===== config.mk =====
export PLATFORM = sky130hd
export DESIGN_NAME = tdc_acq_ctrl
export DESIGN_NICKNAME = d
export VERILOG_FILES = /design/src/rtl/tdc_acq_ctrl.sv
export SDC_FILE = /design/constraint.sdc
export NUM_CORES = 1
export LEC_CHECK = 0
export ABC_AREA = 1
export CAP_MARGIN = 20
export CORE_AREA = 3 3 128 130
export DETAILED_ROUTE_END_ITERATION = 6
export DIE_AREA = 0 0 131 133
export GPL_TIMING_DRIVEN = 0
export SLEW_MARGIN = 20
export SYNTH_ARGS = -nofsm -noshare
export SYNTH_HDL_FRONTEND = slang
export SYNTH_SLANG_ARGS = --single-unit

===== constraint.sdc =====
create_clock -name clk -period 9.85 [get_ports clk]
set_clock_uncertainty 0.05 [all_clocks]
set_input_delay 1.97 -clock clk [delete_from_list [all_inputs] [get_ports clk]]
set_output_delay 1.97 -clock clk [all_outputs]
set_load 0.1 [all_outputs]

===== src/rtl/tdc_acq_ctrl.sv =====
`default_nettype none
// ============================================================================
// Module   : tdc_acq_ctrl
// Brief    : Acquisition/readout sequencer between the TDC merge stage, the
//            measurement FIFO and the UART transmitter. Write mode pushes
//            merged measurements into the FIFO; read mode drains the FIFO
//            and serialises each word MSB byte first under CTS flow control.
//            Owns the sticky write/read error flags driving the board LEDs.
// Options  : `define TDC_FRAME_HEADER_EN -> each word is preceded by the
//            sync byte 8'hA5 using the same send handshake.
// Revision : 1.0 - initial release
// ============================================================================
module tdc_acq_ctrl #(
  parameter int WORD_W     = 32,
  parameter int SETTLE_CYC = 4,
  parameter int CNT_W      = 16
) (
  input  logic              clk,
  input  logic              rst,
  input  logic              start_wr,
  input  logic              start_rd,
  input  logic              rst_read,
  input  logic              meas_valid,
  input  logic [WORD_W-1:0] meas_data,
  input  logic              fifo_full,
  input  logic              fifo_empty,
  output logic              fifo_wr_en,
  output logic [WORD_W-1:0] fifo_din,
  output logic              fifo_rd_en,
  input  logic [WORD_W-1:0] fifo_dout,
  input  logic              tx_busy,
  input  logic              cts,
  output logic              tx_start,
  output logic [7:0]        tx_byte,
  output logic              led_write_err,
  output logic              led_read_err,
  output logic [CNT_W-1:0]  words_stored
);

  localparam int c_nbytes = WORD_W / 8;
  localparam int c_idx_w  = (c_nbytes < 2) ? 1 : $clog2(c_nbytes);
  localparam int c_set_w  = (SETTLE_CYC < 2) ? 1 : $clog2(SETTLE_CYC + 1);
  localparam logic [c_idx_w-1:0] c_last_idx    = c_idx_w'(c_nbytes - 1);
  localparam logic [c_set_w-1:0] c_settle_load = c_set_w'(SETTLE_CYC);
  localparam logic [CNT_W-1:0]   c_cnt_max     = '1;
  localparam logic [3:0]         c_tmo_last    = 4'd15;

  typedef enum logic [2:0] {
    S_IDLE    = 3'd0,
    S_ACQ     = 3'd1,
    S_SETTLE  = 3'd2,
    S_FETCH   = 3'd3,
    S_LATCH   = 3'd4,
    S_SEND    = 3'd5,
    S_WAIT_TX = 3'd6
  } state_t;

  state_t              r_state;
  state_t              w_next;
  logic [c_set_w-1:0]  r_settle_cnt;
  logic                r_words_read;
  logic                r_stop;
  logic [WORD_W-1:0]   r_shreg;
  logic [c_idx_w-1:0]  r_byte_idx;
  logic                r_seen_busy;
  logic [3:0]          r_tmo;
  logic                w_hdr_pend;
  logic                w_read_state;
  logic                w_mode_exit;
  logic                w_settle_done;
  logic                w_tx_done;
  logic                w_wr_hit;
  logic                w_wr_drop;
  logic                w_set_rd_err;

  assign w_read_state  = (r_state inside {S_SETTLE, S_FETCH, S_LATCH, S_SEND, S_WAIT_TX});
  assign w_mode_exit   = !start_rd || start_wr;
  assign w_settle_done = (r_settle_cnt <= c_set_w'(1));
  // busy must rise then fall; the timeout covers a busy pulse we never saw
  assign w_tx_done     = (r_seen_busy && !tx_busy) || (r_tmo == c_tmo_last);
  assign w_wr_hit      = (r_state == S_ACQ) && meas_valid && !fifo_full;
  assign w_wr_drop     = (r_state == S_ACQ) && meas_valid && fifo_full;

  // State register
  always_ff @(posedge clk or posedge rst) begin
    if (rst) r_state <= S_IDLE;
    else     r_state <= w_next;
  end

  // Next-state decode plus the combinational strobes (rd_en, tx_start)
  always_comb begin
    w_next       = r_state;
    fifo_rd_en   = 1'b0;
    tx_start     = 1'b0;
    w_set_rd_err = 1'b0;
    case (r_state)
      S_IDLE: begin
        if (start_wr)      w_next = S_ACQ;
        else if (start_rd) w_next = S_SETTLE;
      end
      S_ACQ: begin
        if (!start_wr) w_next = S_IDLE;
      end
      S_SETTLE: begin
        if (rst_read || r_stop || w_mode_exit) begin
          w_next = S_IDLE;
        end else if (w_settle_done) begin
          if (fifo_empty && !r_words_read) begin
            w_set_rd_err = 1'b1;
            w_next       = S_IDLE;
          end else begin
            w_next = S_FETCH;
          end
        end
      end
      S_FETCH: begin
        // word boundary: the only place a pending mode change takes effect
        if (rst_read || r_stop || w_mode_exit || fifo_empty) begin
          w_next = S_IDLE;
        end else begin
          fifo_rd_en = 1'b1;
          w_next     = S_LATCH;
        end
      end
      S_LATCH: begin
        w_next = rst_read ? S_IDLE : S_SEND;
      end
      S_SEND: begin
        if (rst_read) begin
          w_next = S_IDLE;
        end else if (!tx_busy && cts) begin
          tx_start = 1'b1;
          w_next   = S_WAIT_TX;
        end
      end
      S_WAIT_TX: begin
        if (rst_read) begin
          w_next = S_IDLE;
        end else if (w_tx_done) begin
          if (w_hdr_pend)                   w_next = S_SEND;
          else if (r_byte_idx == '0)        w_next = S_FETCH;
          else                              w_next = S_SEND;
        end
      end
      default: w_next = S_IDLE;
    endcase
  end

  // FIFO write path and stored-word counter
  always_ff @(posedge clk or posedge rst) begin
    if (rst) begin
      fifo_wr_en   <= 1'b0;
      fifo_din     <= '0;
      words_stored <= '0;
    end else begin
      fifo_wr_en <= w_wr_hit;
      if (w_wr_hit) fifo_din <= meas_data;
      if (w_wr_hit && (r_state != S_LATCH)) begin
        if (words_stored != c_cnt_max) words_stored <= words_stored + CNT_W'(1);
      end else if (!w_wr_hit && (r_state == S_LATCH)) begin
        if (words_stored != '0) words_stored <= words_stored - CNT_W'(1);
      end
    end
  end

  // Sticky error flags; rst_read clears only the read error
  always_ff @(posedge clk or posedge rst) begin
    if (rst) begin
      led_write_err <= 1'b0;
      led_read_err  <= 1'b0;
    end else begin
      if (w_wr_drop) led_write_err <= 1'b1;
      if (rst_read)          led_read_err <= 1'b0;
      else if (w_set_rd_err) led_read_err <= 1'b1;
    end
  end

  // Readout bookkeeping: settle timer, words-read flag, deferred stop request
  always_ff @(posedge clk or posedge rst) begin
    if (rst) begin
      r_settle_cnt <= '0;
      r_words_read <= 1'b0;
      r_stop       <= 1'b0;
    end else begin
      if ((r_state == S_IDLE) && (w_next == S_SETTLE)) r_settle_cnt <= c_settle_load;
      else if ((r_state == S_SETTLE) && (r_settle_cnt != '0))
        r_settle_cnt <= r_settle_cnt - c_set_w'(1);
      if (r_state == S_IDLE)       r_words_read <= 1'b0;
      else if (r_state == S_LATCH) r_words_read <= 1'b1;
      if (r_state == S_IDLE)                 r_stop <= 1'b0;
      else if (w_read_state && w_mode_exit)  r_stop <= 1'b1;
    end
  end

  // Byte serialiser: shift register, byte index and the tx handshake tracker
  always_ff @(posedge clk or posedge rst) begin
    if (rst) begin
      r_shreg     <= '0;
      r_byte_idx  <= '0;
      r_seen_busy <= 1'b0;
      r_tmo       <= '0;
    end else begin
      if (r_state == S_LATCH) begin
        r_shreg    <= fifo_dout;
        r_byte_idx <= c_last_idx;
      end else if ((r_state == S_WAIT_TX) && w_tx_done && !w_hdr_pend) begin
        r_shreg <= r_shreg << 8;
        if (r_byte_idx != '0) r_byte_idx <= r_byte_idx - c_idx_w'(1);
      end
      if (r_state != S_WAIT_TX) begin
        r_seen_busy <= 1'b0;
        r_tmo       <= '0;
      end else begin
        if (tx_busy) r_seen_busy <= 1'b1;
        if (!r_seen_busy && (r_tmo != c_tmo_last)) r_tmo <= r_tmo + 4'd1;
      end
    end
  end

`ifdef TDC_FRAME_HEADER_EN
  localparam logic [7:0] c_sync_byte = 8'hA5;
  logic r_hdr_pend;

  // Header pending from word capture until the sync byte handshake completes
  always_ff @(posedge clk or posedge rst) begin
    if (rst)                                            r_hdr_pend <= 1'b0;
    else if (r_state == S_LATCH)                        r_hdr_pend <= 1'b1;
    else if ((r_state == S_WAIT_TX) && w_tx_done)       r_hdr_pend <= 1'b0;
    else if (r_state == S_IDLE)                         r_hdr_pend <= 1'b0;
  end

  assign w_hdr_pend = r_hdr_pend;
  assign tx_byte    = r_hdr_pend ? c_sync_byte : r_shreg[WORD_W-1 -: 8];
`else
  assign w_hdr_pend = 1'b0;
  assign tx_byte    = r_shreg[WORD_W-1 -: 8];
`endif

endmodule
`default_nettype wire

Word level (Yosys, flattened, before mapping)
Cells that the tools add are included.
{"block": "classes", "n_addsub": 5, "order_cmp": 1, "n_eq_ne": 13, "muxes": 44, "n_reduce_logical": 42}
{"op": "$mux W16", "count": 4}
{"op": "$mux W32", "count": 2}
{"op": "$mux W3", "count": 14}
{"op": "$reduce_bool A2 Y1", "count": 11}
{"op": "$pmux W3 S7", "count": 1}
{"op": "$mux W1", "count": 17}
{"op": "$add A16 B1 Y16 const B", "count": 1}
{"op": "$ne A16 B16 Y1 const B", "count": 1}
{"op": "$reduce_bool A16 Y1", "count": 1}
{"op": "$sub A16 B1 Y16 const B", "count": 1}
{"op": "$logic_and A1 B1 Y1", "count": 13}
{"op": "$eq A3 B2 Y1 const B", "count": 3}
{"op": "$eq A3 B3 Y1 const B", "count": 3}
{"op": "$mux W2", "count": 4}
{"op": "$mux W4", "count": 2}
{"op": "$logic_not A1 Y1", "count": 6}
{"op": "$ne A3 B3 Y1 const B", "count": 2}
{"op": "$logic_or A1 B1 Y1", "count": 5}
{"op": "$reduce_bool A5 Y1", "count": 1}
{"op": "$add A4 B1 Y4 const B", "count": 1}
{"op": "$eq A4 B4 Y1 const B", "count": 1}
{"op": "$ne A4 B4 Y1 const B", "count": 1}
{"op": "$eq A3 B1 Y1 const B", "count": 1}
{"op": "$le A3 B1 Y1 const B", "count": 1}
{"op": "other kinds (8)", "count": 8}
{"block": "totals", "register_bits": 98}

Longest topological paths before layout
Gate-level depths: netlist of the first run.
{"block": "depth", "depth_word": 9, "depth_mapped": 17, "ltp_nobuf": 16}

Worst setup path after synthesis of the first run
OpenSTA, ideal clock, no wires.
{"block": "synth_path", "kind": "input to output", "startpoint": "in rst_read", "endpoint": "out tx_start", "arrival_ns": 3.438, "required_time_ns": 7.830, "path_slack_ns": 4.392, "stages": 3, "cell_sequence": "inv_1 nand3_1 nor2_1"}
{"block": "synth_via", "elab_chain_cells": 2}
{"element": "start: declaration", "line_no": "22", "rtl": "input logic rst_read,"}
{"element": "$mux W1", "line_no": "129", "rtl": "if (rst_read) begin"}
{"element": "$mux W1", "line_no": "96", "rtl": "case (r_state)"}
{"element": "end: declaration", "line_no": "33", "rtl": "output logic tx_start,"}
Every way passes these cells.

Final worst setup path of the first run
{"block": "layout_path", "startpoint": "in start_wr", "endpoint": "out fifo_rd_en"}
{"block": "layout_via", "elab_chain_cells": 5}
{"element": "start: declaration", "line_no": "20", "rtl": "input logic start_wr,"}
{"element": "$logic_or A1 B1 Y1", "line_no": "77", "rtl": "assign w_mode_exit = !start_rd || start_wr;"}
{"element": "$logic_or A1 B1 Y1 (2 in a row)", "line_no": "118", "rtl": "if (rst_read || r_stop || w_mode_exit || fifo_empty) begin"}
{"element": "$mux W1", "line_no": "118"}
{"element": "$mux W1", "line_no": "96"}
{"element": "end: declaration", "line_no": "29", "rtl": "output logic fifo_rd_en,"}
Every way passes these cells.

==> run metrics, run 1 <==
status complete, no violations; DP Cell Count between 1000 and 1500; Reg area 2450 um^2; ratio of cells with drive above 1 in the final layout 0.0752; sequential share of power 0.275; grt met3 use 0.0226; Clock Power Share 0.171; CP arrival around 4.2 ns; sequential area share after synthesis 0.461; clock slew at reported path FFs 0.07 ns; die width between 100 and 150 um; Syn Inst Count 675; GR Util met1 0.248; Worst EP required 7.83 ns; RSZ-0062 raised after global routing no; wire per inst 13.8 um; DRC viols 0; max-cap check violation count 0; Synth top area share 0.461; vias in the first global route 4510; number of synthesized flops with an enable pin 0; final slew viol count 0; crit path cell chain clkdlybuf4s50_1, inv_1, nand2_1, inv_1, nand3_1, nor2_1, nand4_1, inv_1, clkdlybuf4s50_1; Fillers 1495; Synth area leaders dfrtp_1 (46%), nand2_1 (18%), nand3_1 (5.1%); Global Route met2 Usage 0.248; share of synthesized registers carrying an async set or reset 1.00; Die ar. 17400 um^2; first-pass GRT wire length between 20000 and 25000 um; Mapped Nets 770; TNS Setup 0 ns; Post-CTS Setup Repair Bufs 0; Initial Util 0.348; HPWL after detailed placement 10700 um; Critical Path Max Stage Delay 1.14 ns; GRT Total Usage 0.166; Syn Area/Cell 7.87 um^2; most frequent cells in the layout nand2_1 (260), clkdlybuf4s50_1 (134), dfrtp_1 (98); area grow syn2layout 36.0%; global placer's final weighted congestion 0.871; Ys Warns 0; first drt pass iteration count 4; Core Box Area 15300 um^2; commonest non-fill, non-tap cell in the layout nand2_1; row count 45; clock latency on the worst-skew pair 0.35 ns; CTS Buffer Depth 2; Max VDD drop 0.000175 V; antenna cells 0; pwr dens roughly 290 nW/um^2; Multi-input gate area 2380 um^2; IO Pins 135; Setup-failing EPs final 0; TritonCTS clock tree yes; clock net sink count 98; initial DRC count 305; drt total wl 14300 um; GR peak layer met1; worst slew pin tran 1.01 ns; fin crit period between 6 and 7 ns; non-filler cells, final 1036; total grt overflow 0; cell taking the most area after synthesis dfrtp_1; Final Hold Viols 0; CP max-delay cell clkdlybuf4s50_1; post-DR vias/cell 4.55; logic gate share of total power 0.555; Synth Flop Type dfrtp_1; antenna viol nets, final 0; largest net degree at the start of global routing 61; vias 4713; mapped cell area approximately 5300 um^2; Period Utilization, post-route 0.631; Sw Share 0.509; port bufs approximately 130; H-tree lvl count 3; Resize count post-CTS 0; Int Pwr 1010 uW; Synth Register Bits 98; CP startpoint kind input pin; Rel. slew slack 0.323; Distinct cells, synth 38; leak pwr about 0.0036 uW; worst-path fanout max 2; Hold Buf Count CTS 0; HP Class reg -> reg; die height 133 um; initial antenna violation count 0; Root Buffer clkbuf_16; cell mode on critical path inv_1; WS Path Type in -> out; Setup crit end kind output port; fmax 161 MHz; Net Sw Power 1050 uW; TritonCTS Buffers 9; Layout Nets a little over 900
power groups by stage:
stage | Clock, uW | Combinational [uW] | Sequential, uW
2_1_floorplan | 0 | 444 | 1000
3_3_place_gp | 0 | 1140 | 572
3_5_place_dp | 0 | 1150 | 573
4_1_cts | 364 | 1150 | 567
5_1_grt | 381 | 1240 | 581
6_report | 352 | 1150 | 567
metrics by stage:
stage | util | power (uW) | worst slack, ns | instance area (um^2) | hold WS [ns]
3_5_place_dp | 0.455 | 1720 | 3.62 | 6950 | 0.407
6_report | 0.474 | 2070 | 3.64 | 7230 | 0.420
4_1_cts | 0.474 | 2080 | 3.61 | 7230 | 0.423
2_1_floorplan | - | 1440 | 4.39 | 5320 | 0.403
3_3_place_gp | 0.454 | 1710 | 3.53 | 6920 | 0.402
5_1_grt | 0.474 | 2210 | 3.45 | 7230 | 0.436
Yosys cell counts (all sizes together) (4+ instances only):
cell type / number
nand4: 7
o311ai: 5
inv: 76
o21ai: 23
nor3: 4
xnor2: 6
ha: 20
a22o: 6
buf: 28
o211ai: 8
nor2: 41
a21oi: 17
dfrtp: 98
nand3: 55
nand2: 261
state kept, by name, summed over array words and instances (netlist names):
register and flops:
fifo_din 32, fifo_wr_en 1, led_read_err 1, led_write_err 1, r_byte_idx 2, r_seen_busy 1
r_settle_cnt 3, r_shreg 32, r_state 3, r_stop 1, r_tmo 4, r_words_read 1
words_stored 16
area by class of cell:
type                       instances  share of cell area
inverter                          77              0.0427
clock buffer                      11              0.0322
sequential                        98               0.339
multi-input combinational        472               0.329
timing repair buffer             135               0.188
clock inverter                     4             0.00727
buffer                            28              0.0249
tap                              211              0.0365
per-layer routing:
metal / wire, um / vias to the layer above
li1: - / 2440
met1: 7250 / 2138
met2: 6190 / 124
met3: 709 / 11
met4: 189 / 0
met5: 0 / -
critical path, delay by kind of cell:
family                 cells  cell delay (ns)
AND/OR/NAND/NOR            4             0.40
buffers and inverters      5             1.81
final timing paths:
| kind | startpoint | end | slack [ns] | cells past startpoint |
|---|---|---|---|---|
| worst max register to register | r_state[1]$_DFF_PP0_ | words_stored[15]$_DFFE_PP0P_ | 6.37 | 16 |
| worst min-delay path | fifo_din[2]$_DFFE_PP0P_ | fifo_din[2]$_DFFE_PP0P_ | 0.42 | 2 |
| min in group asynchronous | rst | fifo_din[2]$_DFFE_PP0P_ | 2.03 | 2 |
| max in group asynchronous | rst | words_stored[14]$_DFFE_PP0P_ | 7.10 | 3 |
| worst max-delay path | start_wr | fifo_rd_en | 3.64 | 9 |
| worst min register to register | fifo_din[2]$_DFFE_PP0P_ | fifo_din[2]$_DFFE_PP0P_ | 0.42 | 2 |
logic make-up (layout without fill, tap and decap cells):
kind of cell | after synthesis | count (layout) | share of synthesized area
buffers and inverters | 105 | 255 | 0.0911
AO/OA/AOI/OAI | 67 | 67 | 0.0850
XOR/XNOR | 9 | 9 | 0.0148
adder cells (fa/ha/maj) | 21 | 21 | 0.0508
flip-flops | 98 | 98 | 0.461
AND/OR/NAND/NOR | 375 | 375 | 0.297
(Power assumes the default switching activity.)
==> run 2: changes to the inputs <==
clock period = 5.5 ns   (was 9.85 ns; I/O delays follow)
==> results of run 2 <==
Same layout as run 1 (identical final DEF). Status: complete, no violations.
Among the figures that moved: setup slack after placement 3.62 ns -> 1.01 ns; setup slack after layout 3.64 ns -> 1.03 ns; register-to-register setup slack 6.37 ns -> 2.02 ns; total power 2070 uW -> 3700 uW; worst IR drop on VDD 0.000175 V -> 0.000314 V
